File: src/rtl/g15_timing_pkg.sv
// Shared drum timing constants, counter types and lock-state encoding.
package g15_timing_pkg;

    localparam int BITS_PER_WORD      = 29;
    localparam int WORDS_PER_LINE     = 108;
    localparam int MISS_LIMIT_DEFAULT = 2;

    typedef logic [4:0] bit_time_t;
    typedef logic [6:0] word_time_t;

    typedef enum logic {
        HUNT,
        LOCKED
    } timing_state_e;

    localparam bit_time_t  FIRST_BIT = bit_time_t'(1);
    localparam bit_time_t  LAST_BIT  = bit_time_t'(BITS_PER_WORD);
    localparam word_time_t LAST_WORD = word_time_t'(WORDS_PER_LINE - 1);

endpackage

File: src/rtl/drum_bit_word_ctr.sv
// Bit (1..29) / word (0..107) counter pair with clear, origin load and advance.
module drum_bit_word_ctr
    import g15_timing_pkg::*;
(
    input  logic       clk_i,
    input  logic       rst_i,
    input  logic       clr_i,
    input  logic       load_i,
    input  logic       adv_i,
    output bit_time_t  bit_o,
    output word_time_t word_o,
    output logic       wrap_o
);

    bit_time_t  bit_q, bit_d;
    word_time_t word_q, word_d;

    // Clear beats load beats advance; a load places the counters on word 0, bit 1.
    always_comb begin
        bit_d  = bit_q;
        word_d = word_q;
        if (clr_i) begin
            bit_d  = '0;
            word_d = '0;
        end else if (load_i) begin
            bit_d  = FIRST_BIT;
            word_d = '0;
        end else if (adv_i) begin
            if (bit_q == LAST_BIT) begin
                bit_d  = FIRST_BIT;
                word_d = (word_q == LAST_WORD) ? '0 : word_q + 1'b1;
            end else begin
                bit_d = bit_q + 1'b1;
            end
        end
    end

    always_ff @(posedge clk_i) begin
        if (rst_i) begin
            bit_q  <= '0;
            word_q <= '0;
        end else begin
            bit_q  <= bit_d;
            word_q <= word_d;
        end
    end

    assign bit_o  = bit_q;
    assign word_o = word_q;
    assign wrap_o = (bit_q == LAST_BIT) && (word_q == LAST_WORD);

endmodule

File: src/rtl/drum_timing_gen.sv
// Drum bit/word timing generator: origin lock, miss tracking and T-strobe decode.
// Optional maintenance single-step is built in when DRUM_TIMING_STEP_EN is defined.
module drum_timing_gen #(
    parameter int MISS_LIMIT = g15_timing_pkg::MISS_LIMIT_DEFAULT
) (
    input  logic       CLOCK,
    input  logic       rst,
    input  logic       BIT_EN,
    input  logic       ORIGIN,
    input  logic       STEP_MODE,
    input  logic       STEP,
    output logic [4:0] BIT_TIME,
    output logic [6:0] WORD_TIME,
    output logic       T0,
    output logic       T1,
    output logic       T2,
    output logic       T13,
    output logic       T21,
    output logic       T28,
    output logic       T29,
    output logic       TE,
    output logic       TF,
    output logic       TS,
    output logic       LOCKED,
    output logic       SYNC_ERR
);

    import g15_timing_pkg::*;

    localparam int MISS_W = $clog2(MISS_LIMIT + 1);

    timing_state_e     state_q, state_d;
    logic [MISS_W-1:0] miss_q, miss_d;
    logic              sync_err_q, sync_err_d;
    logic              adv;
    logic              ctr_clr, ctr_load, ctr_adv, at_end;
    bit_time_t         bit_cur;
    word_time_t        word_cur;
    logic              locked;

`ifdef DRUM_TIMING_STEP_EN
    assign adv = STEP_MODE ? STEP : BIT_EN;
`else
    logic unused_step;
    assign unused_step = STEP_MODE ^ STEP;
    assign adv         = BIT_EN;
`endif

    drum_bit_word_ctr u_ctr (
        .clk_i  (CLOCK),
        .rst_i  (rst),
        .clr_i  (ctr_clr),
        .load_i (ctr_load),
        .adv_i  (ctr_adv),
        .bit_o  (bit_cur),
        .word_o (word_cur),
        .wrap_o (at_end)
    );

    // An origin is only "expected" on the adv that leaves word 107, bit 29.
    always_comb begin
        state_d    = state_q;
        miss_d     = miss_q;
        sync_err_d = sync_err_q;
        ctr_clr    = 1'b0;
        ctr_load   = 1'b0;
        ctr_adv    = 1'b0;
        case (state_q)
            g15_timing_pkg::HUNT: begin
                if (adv && ORIGIN) begin
                    ctr_load   = 1'b1;
                    state_d    = g15_timing_pkg::LOCKED;
                    sync_err_d = 1'b0;
                    miss_d     = '0;
                end else begin
                    ctr_clr = 1'b1;
                end
            end
            default: begin
                if (adv) begin
                    if (ORIGIN && !at_end) begin
                        ctr_load   = 1'b1;
                        sync_err_d = 1'b1;
                        miss_d     = '0;
                    end else begin
                        ctr_adv = 1'b1;
                        if (at_end) begin
                            if (ORIGIN) begin
                                miss_d = '0;
                            end else if (int'(miss_q) + 1 >= MISS_LIMIT) begin
                                state_d = g15_timing_pkg::HUNT;
                                ctr_clr = 1'b1;
                                miss_d  = '0;
                            end else begin
                                miss_d = miss_q + 1'b1;
                            end
                        end
                    end
                end
            end
        endcase
    end

    always_ff @(posedge CLOCK) begin
        if (rst) begin
            state_q    <= g15_timing_pkg::HUNT;
            miss_q     <= '0;
            sync_err_q <= 1'b0;
        end else begin
            state_q    <= state_d;
            miss_q     <= miss_d;
            sync_err_q <= sync_err_d;
        end
    end

    assign locked    = (state_q == g15_timing_pkg::LOCKED);
    assign LOCKED    = locked;
    assign SYNC_ERR  = sync_err_q;
    assign BIT_TIME  = bit_cur;
    assign WORD_TIME = word_cur;

    // T0 is the word-boundary strobe and shares its decode with T29.
    assign T29 = locked && (bit_cur == LAST_BIT);
    assign T0  = T29;
    assign T1  = locked && (bit_cur == 5'd1);
    assign T2  = locked && (bit_cur == 5'd2);
    assign T13 = locked && (bit_cur == 5'd13);
    assign T21 = locked && (bit_cur == 5'd21);
    assign T28 = locked && (bit_cur == 5'd28);
    assign TE  = locked && !word_cur[0];
    assign TF  = locked && word_cur[0];
    assign TS  = locked && (word_cur == LAST_WORD);

endmodule

File: config.mk
export PLATFORM = sky130hd
export DESIGN_NAME = drum_timing_gen
export DESIGN_NICKNAME = d
export VERILOG_FILES = /design/src/rtl/g15_timing_pkg.sv /design/src/rtl/drum_bit_word_ctr.sv /design/src/rtl/drum_timing_gen.sv
export SDC_FILE = /design/constraint.sdc
export NUM_CORES = 1
export LEC_CHECK = 0
export CAP_MARGIN = 20
export CORE_MARGIN = 4
export CORE_UTILIZATION = 24
export CTS_CLUSTER_DIAMETER = 80
export DETAILED_ROUTE_END_ITERATION = 10
export SETUP_SLACK_MARGIN = 0.05
export SLEW_MARGIN = 20
export SYNTH_ARGS = -nofsm -noshare
export SYNTH_HDL_FRONTEND = slang
export SYNTH_SLANG_ARGS = --single-unit
File: constraint.sdc
create_clock -name CLOCK -period 2.4 [get_ports CLOCK]
set_input_delay 0.24 -clock CLOCK [delete_from_list [all_inputs] [get_ports CLOCK]]
set_output_delay 0.24 -clock CLOCK [all_outputs]
set_load 0.01 [all_outputs]
* Word level (Yosys, flattened, before mapping) *
Index checks and enable logic that the tools add are counted.
Widths: inputs -> output; s select.

cells by class
  $add $sub $neg = 4
  $mul = 0
  div/mod/pow operators = 0
  $lt $le $gt $ge = 1
  equality and inequality tests = 10
  shifts and indexed selects = 0
  multiplexer cells = 35
  bitwise logic cells = 0
  reduce and logical (&&, ||, !) cells = 21

operators by type and width
  kind                 number
  $mux 1               26
  $eq 5x5->1 const B   3
  $mux 2               7
  $logic_and 1x1->1    12
  $add 7x1->7 const B  1
  $eq 7x7->1 const B   1
  $mux 7               1
  $reduce_and 3->1     2
  $add 5x1->5 const B  1
  $eq 5x1->1 const B   1
  $eq 5x2->1 const B   1
  $eq 5x4->1 const B   1
  $mux 5               1
  $reduce_bool 2->1    2
  $add 2x1->3 const B  1
  $ge 3x2->1 const B   1
  $ne 3x1->1 const B   1
  $reduce_or 3->1      1
  $add 2x1->2 const B  1
  $logic_not 1->1      2
  $ne 2x1->1 const B   1
  $ne 2x2->1 const B   1
  $reduce_and 2->1     1
  $reduce_or 2->1      1

word-level totals
  flip-flop bits (word level) = 16
  latch bits = 0
  RAM bits = 0
  ROM bits = 0
  input port bits = 6
  memories = 0

* Longest topological paths before layout *
Gate-level depths: netlist of run 1.

  depth after elaboration = 9
  mapped depth = 7
  mapped depth without buffers = 6

* Hierarchy *
From an unflattened synthesis of run 1, not the netlist that was laid out.

unflattened totals
  cell total of the unflattened synthesis = 120
  area, all modules = 970.9 µm²

by module, submodules not included
  module             instances  cells each  area an instance (µm²)  seq. area each (µm²)
  drum_bit_word_ctr  1          73          625.6                   240.2
  drum_timing_gen    1          47          345.3                   80.1

* Least setup slack after synthesis of run 1 *
No wires, ideal clock.

  path kind = register to register
  from = reg u_ctr.word_q[0], in the netlist u_ctr.word_o[0]
  to = reg u_ctr.bit_q[3], in the netlist u_ctr.bit_o[3]
  library setup time = 0.079 ns
  data arrival time = 1.574 ns
  setup slack = 0.746 ns
  stages on the path, launching flop included = 7
  period minus slack after synthesis = 1.654 ns
  cell sequence = dfxtp_1 ha_1 and3_1 buf_2 nand4_2 a211o_1 a211oi_2

between the ends
  cells in the longest elaborated chain, start to end = 8
  elaborated cells between the ends (all ways) = 15
  those cells by class = 1 x eq/ne; 10 x mux; 4 x reduce/logical

ends and longest elaborated chain
  item                       RTL line                 RTL
  start: declaration         drum_bit_word_ctr.sv:16  word_time_t word_q, word_d;
  start signal: assignment   drum_bit_word_ctr.sv:44  word_q <= word_d;
  $eq 7x7->1 (*)             drum_bit_word_ctr.sv:50  assign wrap_o = (bit_q == LAST_BIT) && (word_q == LAST_WORD);
  $logic_and 1x1->1 (*)      drum_bit_word_ctr.sv:50
  $logic_not 1->1            drum_timing_gen.sv:81    if (ORIGIN && !at_end) begin
  $logic_and 1x1->1          drum_timing_gen.sv:81
  $mux 1                     drum_timing_gen.sv:81
  $mux 1                     drum_timing_gen.sv:80    if (adv) begin
  $mux 1                     drum_timing_gen.sv:68    case (state_q)
  $reduce_or 3->1 (no line)  n/a
  end signal: assignment     drum_bit_word_ctr.sv:43  bit_q <= bit_d;
  end: declaration           drum_bit_word_ctr.sv:15  bit_time_t bit_q, bit_d;

Mark *: on every way between the ends. The rest lies on a longest branch, timed or not.
A chain may end at the register's enable or synchronous reset.

* Final worst setup path of run 1 *
  from = reg u_ctr.word_q[0], in the netlist u_ctr.word_o[0]
  to = out TS

between the ends
  cells in the longest elaborated chain, start to end = 2

ends and longest elaborated chain
  item               RTL line                RTL
  $eq 7x7->1         drum_timing_gen.sv:132  assign TS = locked && (word_cur == LAST_WORD);
  $logic_and 1x1->1  drum_timing_gen.sv:132
  end: declaration   drum_timing_gen.sv:23   output logic TS,

Every way passes these cells.

==> flow_summary.json, run 1 <==
{
  "outcome": "finished clean",
  "routed_wl_mm": 2.78,
  "ys_seq_area_frac": 0.296,
  "dr_total_vias": 1029,
  "clkTransAtPathRegs_ns": 0.07,
  "post_cts_buffers": 0,
  "syn2layout_area_growth_pct": 33.1,
  "slew_viol_final": 0,
  "worstSetupEndpointType": "output port",
  "dr.first_iter.drc_count": 56,
  "numPortBuffers": 27,
  "fmax_mhz": 450,
  "gr-usage-all-layers": 0.103,
  "worstPathRequired_ns": 2.16,
  "place_hpwl_mm": 2.10,
  "antenna_found_initial": 0,
  "p_leak_nw": 0.524,
  "grt_max_degree": 13,
  "ff_latch_area_um2": 320,
  "viasPerCell": 4.83,
  "rows": 24,
  "finalSetupTns_ns": 0,
  "grt_pass1_vias": 897,
  "finClkSkew_ns": 0.00547,
  "cts_sinks": 16,
  "coreArea_um2": 4350,
  "netlist_instances": 135,
  "root_buffer": "clkbuf_8",
  "setup_viol": 0,
  "finalHoldViolCount": 0,
  "ys_seq_elements": 16,
  "gr-total-overflow": 0,
  "cts_max_path_buffers": 2,
  "fillCellCount": 449,
  "r2r_slack_ns": 0.47,
  "finalCritPeriodShare": 0.925,
  "worst_pin_slew_ns": 0.503,
  "hp-class": "reg2reg",
  "die_area_um2": 5640,
  "numCtsBuffers": 3,
  "post-route-min-period_ns": 2.22,
  "synth_edf_count": 0,
  "peakVddDrop_uv": 202,
  "drc": 0,
  "detail_route.wl_per_cell_um": 13.1,
  "ys_async_sr_fraction": 0,
  "slew_headroom": 0.662,
  "syn_area_um2": 1080,
  "crit_path_start_kind": "flip-flop",
  "whs_ns": 0.485,
  "ioPinCount": 30,
  "critical_path_class": "reg2out",
  "multiInputGateArea_um2": 678,
  "die_x_um": 75.1,
  "max_stage_delay_ns": 0.53,
  "drv_cap": 0,
  "antenna_left": 0,
  "drive_gt1_frac": 0.0932,
  "crit_path_cell_trace": "ha_1 -> and3_1 -> nand3_1 -> inv_1 -> clkdlybuf4s50_1",
  "p_per_area_nw_per_um2": 375,
  "insertion_delay_ns": 0.25,
  "synthDistinctLibCells": 41,
  "nNetsFinal": 176,
  "synth_warnings": 0,
  "first_pass_iters": 4,
  "syn_avg_cell_area_um2": 8.01,
  "synth_nets": 148,
  "crit_fanout": 8,
  "rsz0062_at_grt": "no",
  "grt_pass1_wl_mm": 4.35,
  "synth_ff_type": "dfxtp_1",
  "num_antenna_cells": 0,
  "die_y_um": 75.1,
  "slowest_stage": "clkdlybuf4s50_1",
  "htree_levels": 1,
  "place_congestion": 0.787,
  "cts_tree": "built",
  "worstPathArrival_ns": 1.98,
  "start_util": 0.248
}
==> per-stage QoR <==
| step | util | cells | instance area, um^2 | total power [mW] | worst slack [ns] |
|---|---|---|---|---|---|
| 6_report | 0.330 | 213 | 1440 | 0.539 | 0.180 |
| 3_3_place_gp | 0.321 | 210 | 1400 | 0.331 | 0.428 |
| 2_1_floorplan | - | 135 | 1080 | 0.307 | 0.746 |
| 4_1_cts | 0.330 | 213 | 1440 | 0.538 | 0.166 |
| 3_5_place_dp | 0.321 | 210 | 1400 | 0.331 | 0.444 |
| 5_1_grt | 0.330 | 213 | 1440 | 0.565 | 0.0587 |
==> cell families after synthesis <==
kind of cell | synth area share
AO/OA/AOI/OAI | 0.193
flip-flops | 0.296
buffers and inverters | 0.0775
adder cells (fa/ha/maj) | 0.0810
AND/OR/NAND/NOR | 0.336
XOR/XNOR | 0.0162
==> final timing paths <==
kind / start / to / cells past startpoint
min reg2reg: miss_q[0] / miss_q[0] / 2
max reg2reg: u_ctr.bit_o[1] / u_ctr.bit_o[3] / 6
max: u_ctr.word_o[0] / TS / 5
min: miss_q[0] / miss_q[0] / 2
==> final cells by class <==
| class | instances | share of cell area |
|---|---|---|
| Clock buffer | 3 | 0.0287 |
| Timing Repair Buffer | 31 | 0.209 |
| Tap cell | 52 | 0.0452 |
| Sequential cell | 16 | 0.223 |
| Multi-Input combinational cell | 102 | 0.471 |
| Inverter | 9 | 0.0235 |
==> Yosys cell counts (all sizes together), types with 3 or more instances <==
library cell	n	area share
o21ai	8	0.037
nand4	6	0.041
nor2	13	0.045
inv	9	0.031
nand2	9	0.038
buf	6	0.039
nand3	10	0.046
a21oi	9	0.042
and4	3	0.024
and2	7	0.041
ha	7	0.081
dfxtp	16	0.30
==> registers in the layout, summed over array words and instances (netlist names) <==
register      cells
LOCKED            1
SYNC_ERR          1
miss_q            2
u_ctr.bit_o       5
u_ctr.word_o      7
==> worst max-delay path: cells and delay by family (launching register included) <==
family	cells	cell delay [ns]
and+or+nand+nor	2	0.47
DFF	1	0.44
adders and majority gates	1	0.22
buffers and inverters	2	0.60
==> cells in the final DEF (no fill, tap or decap), types with 4 or more instances in the layout <==
master and n:
nand3_1 10, a21oi_1 9, dfxtp_1 16, nand4_1 5, clkdlybuf4s50_1 27, buf_4 4, o21ai_0 8, nor2_1 13
nand2_1 8, and2_1 7, inv_1 9, ha_1 7
==> per-layer routing <==
layer  wire [um]  up-vias  GRT usage
met5           0        -          0
met4           0        0     0.0435
met3         118        0     0.0240
met2        1320       19      0.157
met1        1350      470      0.138
li1            -      540          -
==> report_power, final <==
group | switching, mW | internal (mW)
clock | 0.103 | 0.111
combinational | 0.0302 | 0.0236
sequential | 0.00282 | 0.268
==> repair_timing <==
action                     in CTS  in global routing
gates resized for setup         0                  1
setup endpoints to repair       0                  3
hold buffers                    0                  0
(Power assumes the default switching activity.)
==> run 2, diff against run 1 <==
--- a/config.mk
+++ b/config.mk
@@ -8,9 +8,9 @@
 export CAP_MARGIN = 20
 export CORE_MARGIN = 4
 export CORE_UTILIZATION = 24
-export CTS_CLUSTER_DIAMETER = 80
 export DETAILED_ROUTE_END_ITERATION = 10
 export SETUP_SLACK_MARGIN = 0.05
+export SKIP_LAST_GASP = 1
 export SLEW_MARGIN = 20
 export SYNTH_ARGS = -nofsm -noshare
 export SYNTH_HDL_FRONTEND = slang
==> results of run 2 <==
No change in the layout: final DEF, timing and power equal those of run 1.
